**src/rtl/spram_byte_fifo_arbiter_if.sv**
```systemverilog
// Byte write/read stream handshakes and FIFO status shared by the SPRAM arbiter and its neighbours.
// The arbiter takes the slave side; the pixel packer / UART side takes the master side.
interface spram_byte_fifo_arbiter_if;
   logic [7:0]  wr_data;
   logic        wr_valid;
   logic        wr_ready;
   logic [7:0]  rd_data;
   logic        rd_valid;
   logic        rd_ready;
   logic [15:0] level;
   logic        overflow;

   modport master (
      output wr_data, wr_valid, rd_ready,
      input  wr_ready, rd_data, rd_valid, level, overflow
   );

   modport slave (
      input  wr_data, wr_valid, rd_ready,
      output wr_ready, rd_data, rd_valid, level, overflow
   );
endinterface

```
**src/rtl/spram_byte_fifo_arbiter.sv**
```systemverilog
// Shares one single-port 16-bit SPRAM between a byte write stream and a byte read stream,
// presenting it as a byte-wide circular FIFO with write priority and a starvation guard.
module spram_byte_fifo_arbiter #(
   parameter int unsigned DEPTH_LOG2   = 15,
   parameter int unsigned STARVE_LIMIT = 8
) (
   input  logic                     CLOCK,
   input  logic                     reset,
   spram_byte_fifo_arbiter_if.slave fifo,
   output logic [13:0]              spram_addr,
   output logic [15:0]              spram_datain,
   output logic [3:0]               spram_maskwren,
   output logic                     spram_wren,
   input  logic [15:0]              spram_dataout
);

   localparam int unsigned SW    = $clog2(STARVE_LIMIT + 1);
   localparam logic [15:0] DEPTH = 16'(32'd1 << DEPTH_LOG2);
   localparam logic [SW-1:0] SLIM = SW'(STARVE_LIMIT);

   typedef enum logic [1:0] {R_IDLE, R_WAIT, R_HOLD} rstate_t;

   rstate_t                state_q, state_d;
   logic [DEPTH_LOG2-1:0]  wr_ptr_q, wr_ptr_d;
   logic [DEPTH_LOG2-1:0]  rd_ptr_q, rd_ptr_d;
   logic [15:0]            level_q, level_d;
   logic [SW-1:0]          starve_q, starve_d;
   logic                   lane_q, lane_d;
   logic [7:0]             rd_data_q, rd_data_d;
   logic                   rd_valid_q, rd_valid_d;
   logic                   overflow_q, overflow_d;

   logic                   full, empty, force_read;
   logic                   wr_ready, wr_grant, rd_issue;
   logic [DEPTH_LOG2-1:0]  sel_ptr;

   always_comb begin
      full       = (level_q == DEPTH);
      empty      = (level_q == '0);
      force_read = (starve_q == SLIM);
      wr_ready   = !reset && !full && !force_read;
      wr_grant   = fifo.wr_valid && wr_ready;
      rd_issue   = (state_q == R_IDLE) && !empty && !wr_grant;
      sel_ptr    = wr_grant ? wr_ptr_q : rd_ptr_q;
   end

   // The SPRAM port is only ever driven by one side: a write grant owns it, otherwise rd_ptr does.
   assign spram_addr     = 14'(sel_ptr >> 1);
   assign spram_maskwren = sel_ptr[0] ? 4'b1100 : 4'b0011;
   assign spram_wren     = wr_grant;
   assign spram_datain   = {fifo.wr_data, fifo.wr_data};

   assign fifo.wr_ready  = wr_ready;
   assign fifo.rd_data   = rd_data_q;
   assign fifo.rd_valid  = rd_valid_q;
   assign fifo.level     = level_q;
   assign fifo.overflow  = overflow_q;

   always_comb begin
      state_d    = state_q;
      wr_ptr_d   = wr_ptr_q;
      rd_ptr_d   = rd_ptr_q;
      level_d    = level_q;
      starve_d   = starve_q;
      lane_d     = lane_q;
      rd_data_d  = rd_data_q;
      rd_valid_d = rd_valid_q;
      overflow_d = overflow_q | (fifo.wr_valid && full);

      if (wr_grant) begin
         wr_ptr_d = wr_ptr_q + DEPTH_LOG2'(1);
         level_d  = level_q + 16'd1;
      end

      unique case (state_q)
         R_IDLE: begin
            if (rd_issue) begin
               rd_ptr_d = rd_ptr_q + DEPTH_LOG2'(1);
               level_d  = level_q - 16'd1;
               lane_d   = rd_ptr_q[0];
               state_d  = R_WAIT;
            end
            if (empty || rd_issue) begin
               starve_d = '0;
            end else if (wr_grant && !force_read) begin
               starve_d = starve_q + SW'(1);
            end
         end
         R_WAIT: begin
            state_d    = R_HOLD;
            rd_valid_d = 1'b1;
            rd_data_d  = lane_q ? spram_dataout[15:8] : spram_dataout[7:0];
         end
         R_HOLD: begin
            if (fifo.rd_ready) begin
               state_d    = R_IDLE;
               rd_valid_d = 1'b0;
            end
         end
         default: state_d = R_IDLE;
      endcase
   end

   always_ff @(posedge CLOCK) begin
      if (reset) begin
         state_q    <= R_IDLE;
         wr_ptr_q   <= '0;
         rd_ptr_q   <= '0;
         level_q    <= '0;
         starve_q   <= '0;
         lane_q     <= 1'b0;
         rd_data_q  <= '0;
         rd_valid_q <= 1'b0;
         overflow_q <= 1'b0;
      end else begin
         state_q    <= state_d;
         wr_ptr_q   <= wr_ptr_d;
         rd_ptr_q   <= rd_ptr_d;
         level_q    <= level_d;
         starve_q   <= starve_d;
         lane_q     <= lane_d;
         rd_data_q  <= rd_data_d;
         rd_valid_q <= rd_valid_d;
         overflow_q <= overflow_d;
      end
   end

endmodule

```
**src/flat_wrapper.sv**
```systemverilog
// flat-port wrapper written by rule: the top's interface ports become plain ports
module spram_byte_fifo_arbiter_flat 
#(
   parameter int unsigned DEPTH_LOG2   = 15,
   parameter int unsigned STARVE_LIMIT = 8
)
  (CLOCK, reset, spram_addr, spram_datain, spram_maskwren, spram_wren, spram_dataout, fifo_wr_data, fifo_wr_valid, fifo_rd_ready, fifo_wr_ready, fifo_rd_data, fifo_rd_valid, fifo_level, fifo_overflow);
  spram_byte_fifo_arbiter_if fifo_i ();
  input  logic CLOCK;
  input  logic reset;
  output logic [13:0] spram_addr;
  output logic [15:0] spram_datain;
  output logic [3:0] spram_maskwren;
  output logic spram_wren;
  input  logic [15:0] spram_dataout;
  input wire logic [$bits(fifo_i.wr_data)-1:0] fifo_wr_data;
  input wire logic [$bits(fifo_i.wr_valid)-1:0] fifo_wr_valid;
  input wire logic [$bits(fifo_i.rd_ready)-1:0] fifo_rd_ready;
  output wire logic [$bits(fifo_i.wr_ready)-1:0] fifo_wr_ready;
  output wire logic [$bits(fifo_i.rd_data)-1:0] fifo_rd_data;
  output wire logic [$bits(fifo_i.rd_valid)-1:0] fifo_rd_valid;
  output wire logic [$bits(fifo_i.level)-1:0] fifo_level;
  output wire logic [$bits(fifo_i.overflow)-1:0] fifo_overflow;
  assign fifo_i.wr_data = fifo_wr_data;
  assign fifo_i.wr_valid = fifo_wr_valid;
  assign fifo_i.rd_ready = fifo_rd_ready;
  assign fifo_wr_ready = fifo_i.wr_ready;
  assign fifo_rd_data = fifo_i.rd_data;
  assign fifo_rd_valid = fifo_i.rd_valid;
  assign fifo_level = fifo_i.level;
  assign fifo_overflow = fifo_i.overflow;
  spram_byte_fifo_arbiter #(.DEPTH_LOG2(DEPTH_LOG2), .STARVE_LIMIT(STARVE_LIMIT)) u_core (.CLOCK(CLOCK), .reset(reset), .fifo(fifo_i), .spram_addr(spram_addr), .spram_datain(spram_datain), .spram_maskwren(spram_maskwren), .spram_wren(spram_wren), .spram_dataout(spram_dataout));
endmodule
```
**config.mk**
```make
export PLATFORM = sky130hd
export DESIGN_NAME = spram_byte_fifo_arbiter_flat
export DESIGN_NICKNAME = d
export VERILOG_FILES = /design/src/rtl/spram_byte_fifo_arbiter_if.sv /design/src/rtl/spram_byte_fifo_arbiter.sv /design/src/flat_wrapper.sv
export SDC_FILE = /design/constraint.sdc
export NUM_CORES = 1
export LEC_CHECK = 0
export CORE_MARGIN = 10
export CORE_UTILIZATION = 49
export DETAILED_ROUTE_END_ITERATION = 8
export PLACE_DENSITY = 0.88
export SLEW_MARGIN = 20
export SYNTH_ARGS = -nofsm -noshare
export SYNTH_HDL_FRONTEND = slang
export SYNTH_SLANG_ARGS = --single-unit
```
**constraint.sdc**
```tcl
create_clock -name CLOCK -period 3.35 [get_ports CLOCK]
set_clock_uncertainty 0.15 [all_clocks]
set_input_delay 0.67 -clock CLOCK [delete_from_list [all_inputs] [get_ports CLOCK]]
set_output_delay 0.67 -clock CLOCK [all_outputs]
set_load 0.01 [all_outputs]
```
==> results_dict.tcl <==
set metrics [dict create \
    status "complete, no violations" \
    ys_seq_area_share_pct 36.3 \
    yosysWarningCount 0 \
    crit_required_ns 2.53 \
    syn_area_mm2 0.00348 \
    synthArstFlopShare_pct 0 \
    routedWlPerCell_um 15.2 \
    track_usage_pct 16.5 \
    power_frac_comb_pct 41.6 \
    synthCells 444 \
    drive_above_1_share_pct 8.37 \
    ys_top_cells_by_area "dfxtp_1, nand2_1, nor2_1" \
    cp.arrival_ns 2.43 \
    holdBufCountCts 0 \
    p_leak_nw 1.77 \
    initial_core_util_pct 50.9 \
    yosys.area.top_type "dfxtp_1" \
    met3_usage_pct 4.03 \
    fin_tns_setup_ns 0 \
    synth_cell_types 50 \
    antenna_found_initial 0 \
    met1_usage_pct 18.8 \
    layout_worst_path_cycle_share_pct 97.0 \
    gr-total-overflow 0 \
    relSlewSlack_pct 35.3 \
    core_area_mm2 0.00683 \
    worstHoldPathCells 2 \
    pwr_density_cell_mw_per_mm2 730 \
    ys_ff_latch 63 \
    crit_fanout 22 \
    synth_most_common_cell "nand2_1" \
    maxSlewViolCount 0 \
    clkLatencyLatePin_ns 0.34 \
    row_count 30 \
    top_usage_layer "met2" \
    hold_path_class "register to register" \
    grt_max_degree 66 \
    grtUsageMet2_pct 28.0 \
    syn_nets 478 \
    fp.dieW_um 104 \
    cts-buffers-inserted 9 \
    clock_sinks 63 \
    final-hold-violation-count 0 \
    drtPass1Iterations 5 \
    cts_tree "built" \
    ant_nets 0 \
    start_kind "primary input" \
    ir_drop_mv 0.463 \
    end_kind "output port" \
    clk_pin_slew_ns 0.07 \
    clk_path_buf_depth 2 \
    yosysTopAreaCellShare_pct 36.3 \
    synthToLayoutAreaGrowth_pct 26.0 \
    avgViaCountPerCell 5.55 \
    antenna_cells 0 \
    gp_congestion 0.829 \
    synth_commonest_cells "nand2_1, dfxtp_1, nor2_1, nand3_1, xnor2_1" \
    p_seq_share_pct 34.8 \
    syn_avg_cell_area_um2 7.83 \
    fmax_mhz 308 \
    grt_pass1_wl_um 15200 \
    critPathKind "primary input to output port" \
    nets 520 \
    drt_iter0_markers 210 \
    root_buffer "clkbuf_8" \
    num_vias 3255 \
    hpwl_um 6340 \
    setup_viol 0 \
    io_buffers 65 \
    p_sw_w 0.00118 \
    finalPower_w 0.00320 \
    htree_num_levels 3 \
    grt_pass1_vias 3163 \
    rsz0062_at_grt "no" \
    worstMarginPinSlew_ns 0.968 \
    max_cap_viol_count 0 \
    period_needed_ns 3.25 \
    clkPwrFrac_pct 23.6 \
    drc 0 \
    synth_ff_type "dfxtp_1" \
    dieArea_mm2 0.0109 \
    p_int_w 0.00202 \
    r2r.worst_path.cells 7 \
    dieHeight_um 104 \
    routed_wirelength_um 8880 \
    switching_share_pct 36.9 \
    synth_edf_count 0 \
    io_pins 90 \
]
-- critical path: stages --
cell	delay, ns
clkdlybuf4s50_1	0.52
and3_1	0.26
nand2_4	0.09
inv_4	0.18
nand2_1	0.08
nand2_1	0.08
clkdlybuf4s50_1	0.54
-- routing by layer --
layer / routed length (um) / vias up
met1: 3750 / 1549
met2: 4540 / 95
met3: 426 / 15
li1: - / 1596
met4: 161 / 0
met5: 0 / -
-- cell families (layout without fill, tap and decap cells) --
| family | Yosys count | in the layout | synth area share [%] |
|---|---|---|---|
| xor+xnor | 34 | 34 | 8.56 |
| simple gates | 228 | 228 | 32.4 |
| compound gates | 48 | 48 | 9.39 |
| fa+ha+maj | 6 | 6 | 2.16 |
| mux | 11 | 11 | 3.24 |
| flops | 63 | 63 | 36.3 |
| buf+inv | 54 | 100 | 7.95 |
-- area by class of cell --
type                            count  area [um2]
Multi-Input combinational cell    327        1970
Inverter                            9        36.3
Sequential cell                    63        1260
Tap cell                           96         120
Fill cell                         585        2450
Timing Repair Buffer               76         766
Clock buffer                       12         165
Clock inverter                      3        65.1
-- sequential cells by signal (all words and copies together), names as in the netlist --
| signal | flops |
|---|---|
| u_core.fifo.level | 16 |
| u_core.rd_ptr_q | 15 |
| u_core.wr_ptr_q | 15 |
| u_core.fifo.rd_data | 8 |
| u_core.starve_q | 4 |
| u_core.state_q | 2 |
| u_core.fifo.overflow | 1 |
| u_core.fifo.rd_valid | 1 |
| u_core.lane_q | 1 |
-- power by group through the flow --
| stage | Sequential (W) | Combinational (W) | Clock [W] |
|---|---|---|---|
| after floorplan | 0.00106 | 0.000889 | 0 |
| after global placement | 0.00110 | 0.00125 | 0 |
| after detailed placement | 0.00112 | 0.00129 | 0 |
| after CTS | 0.00110 | 0.00131 | 0.000766 |
| after global routing | 0.00114 | 0.00147 | 0.000802 |
| final | 0.00111 | 0.00133 | 0.000755 |
-- per-stage QoR --
stage	area, um2	std cells	util, %	setup slack [ns]	hold slack (ns)
final	4380	586	64.1	0.0989	0.334
after global placement	4080	570	59.7	0.0790	0.304
after detailed placement	4080	570	59.7	0.0614	0.318
after global routing	4380	586	64.1	0.0163	0.378
after CTS	4320	586	63.3	0.0139	0.336
after floorplan	3480	444	-	0.345	0.302
-- what timing repair did --
| item | CTS | global route |
|---|---|---|
| pin swaps | 0 | 2 |
| resized for setup | 3 | 17 |
| setup endpoints to repair | 18 | 18 |
| buffers inserted | 1 | 0 |
| hold endpoints to repair | 0 | 0 |
| cloned | 0 | 0 |
-- final timing paths --
| kind | slack [ns] | to | start |
|---|---|---|---|
| setup reg to reg | 0.53 | u_core.fifo.level[14]$_SDFF_PP0_ | u_core.fifo.level[8]$_SDFF_PP0_ |
| setup / recovery | 0.1 | spram_addr[4] | fifo_wr_valid |
| hold / removal | 0.33 | u_core.fifo.overflow$_SDFF_PP0_ | u_core.fifo.overflow$_SDFF_PP0_ |
| hold reg to reg | 0.33 | u_core.fifo.overflow$_SDFF_PP0_ | u_core.fifo.overflow$_SDFF_PP0_ |
-- cell usage in the layout (no fill, tap or decap), types with 3 or more instances in the layout --
cell type	Yosys	final
o21ai_0	7	7
or3_1	7	7
nor2_1	63	63
buf_4	18	10
clkbuf_8	0	12
and4_1	6	6
inv_1	8	7
or4_1	3	3
xor2_1	12	12
nand3_1	25	25
o41ai_1	3	3
a211oi_1	9	9
dfxtp_1	63	63
ha_1	6	5
o32ai_1	3	3
nor4_1	3	3
and3_1	13	13
clkdlybuf4s50_1	0	54
nor2b_1	5	5
xnor2_1	22	22
nor3_1	13	13
nand2_1	71	70
mux2i_1	9	9
nand4_1	8	8
a21oi_1	14	14
dlymetal6s2s_1	0	10
No activity file was read; power rests on OpenSTA's default activity.
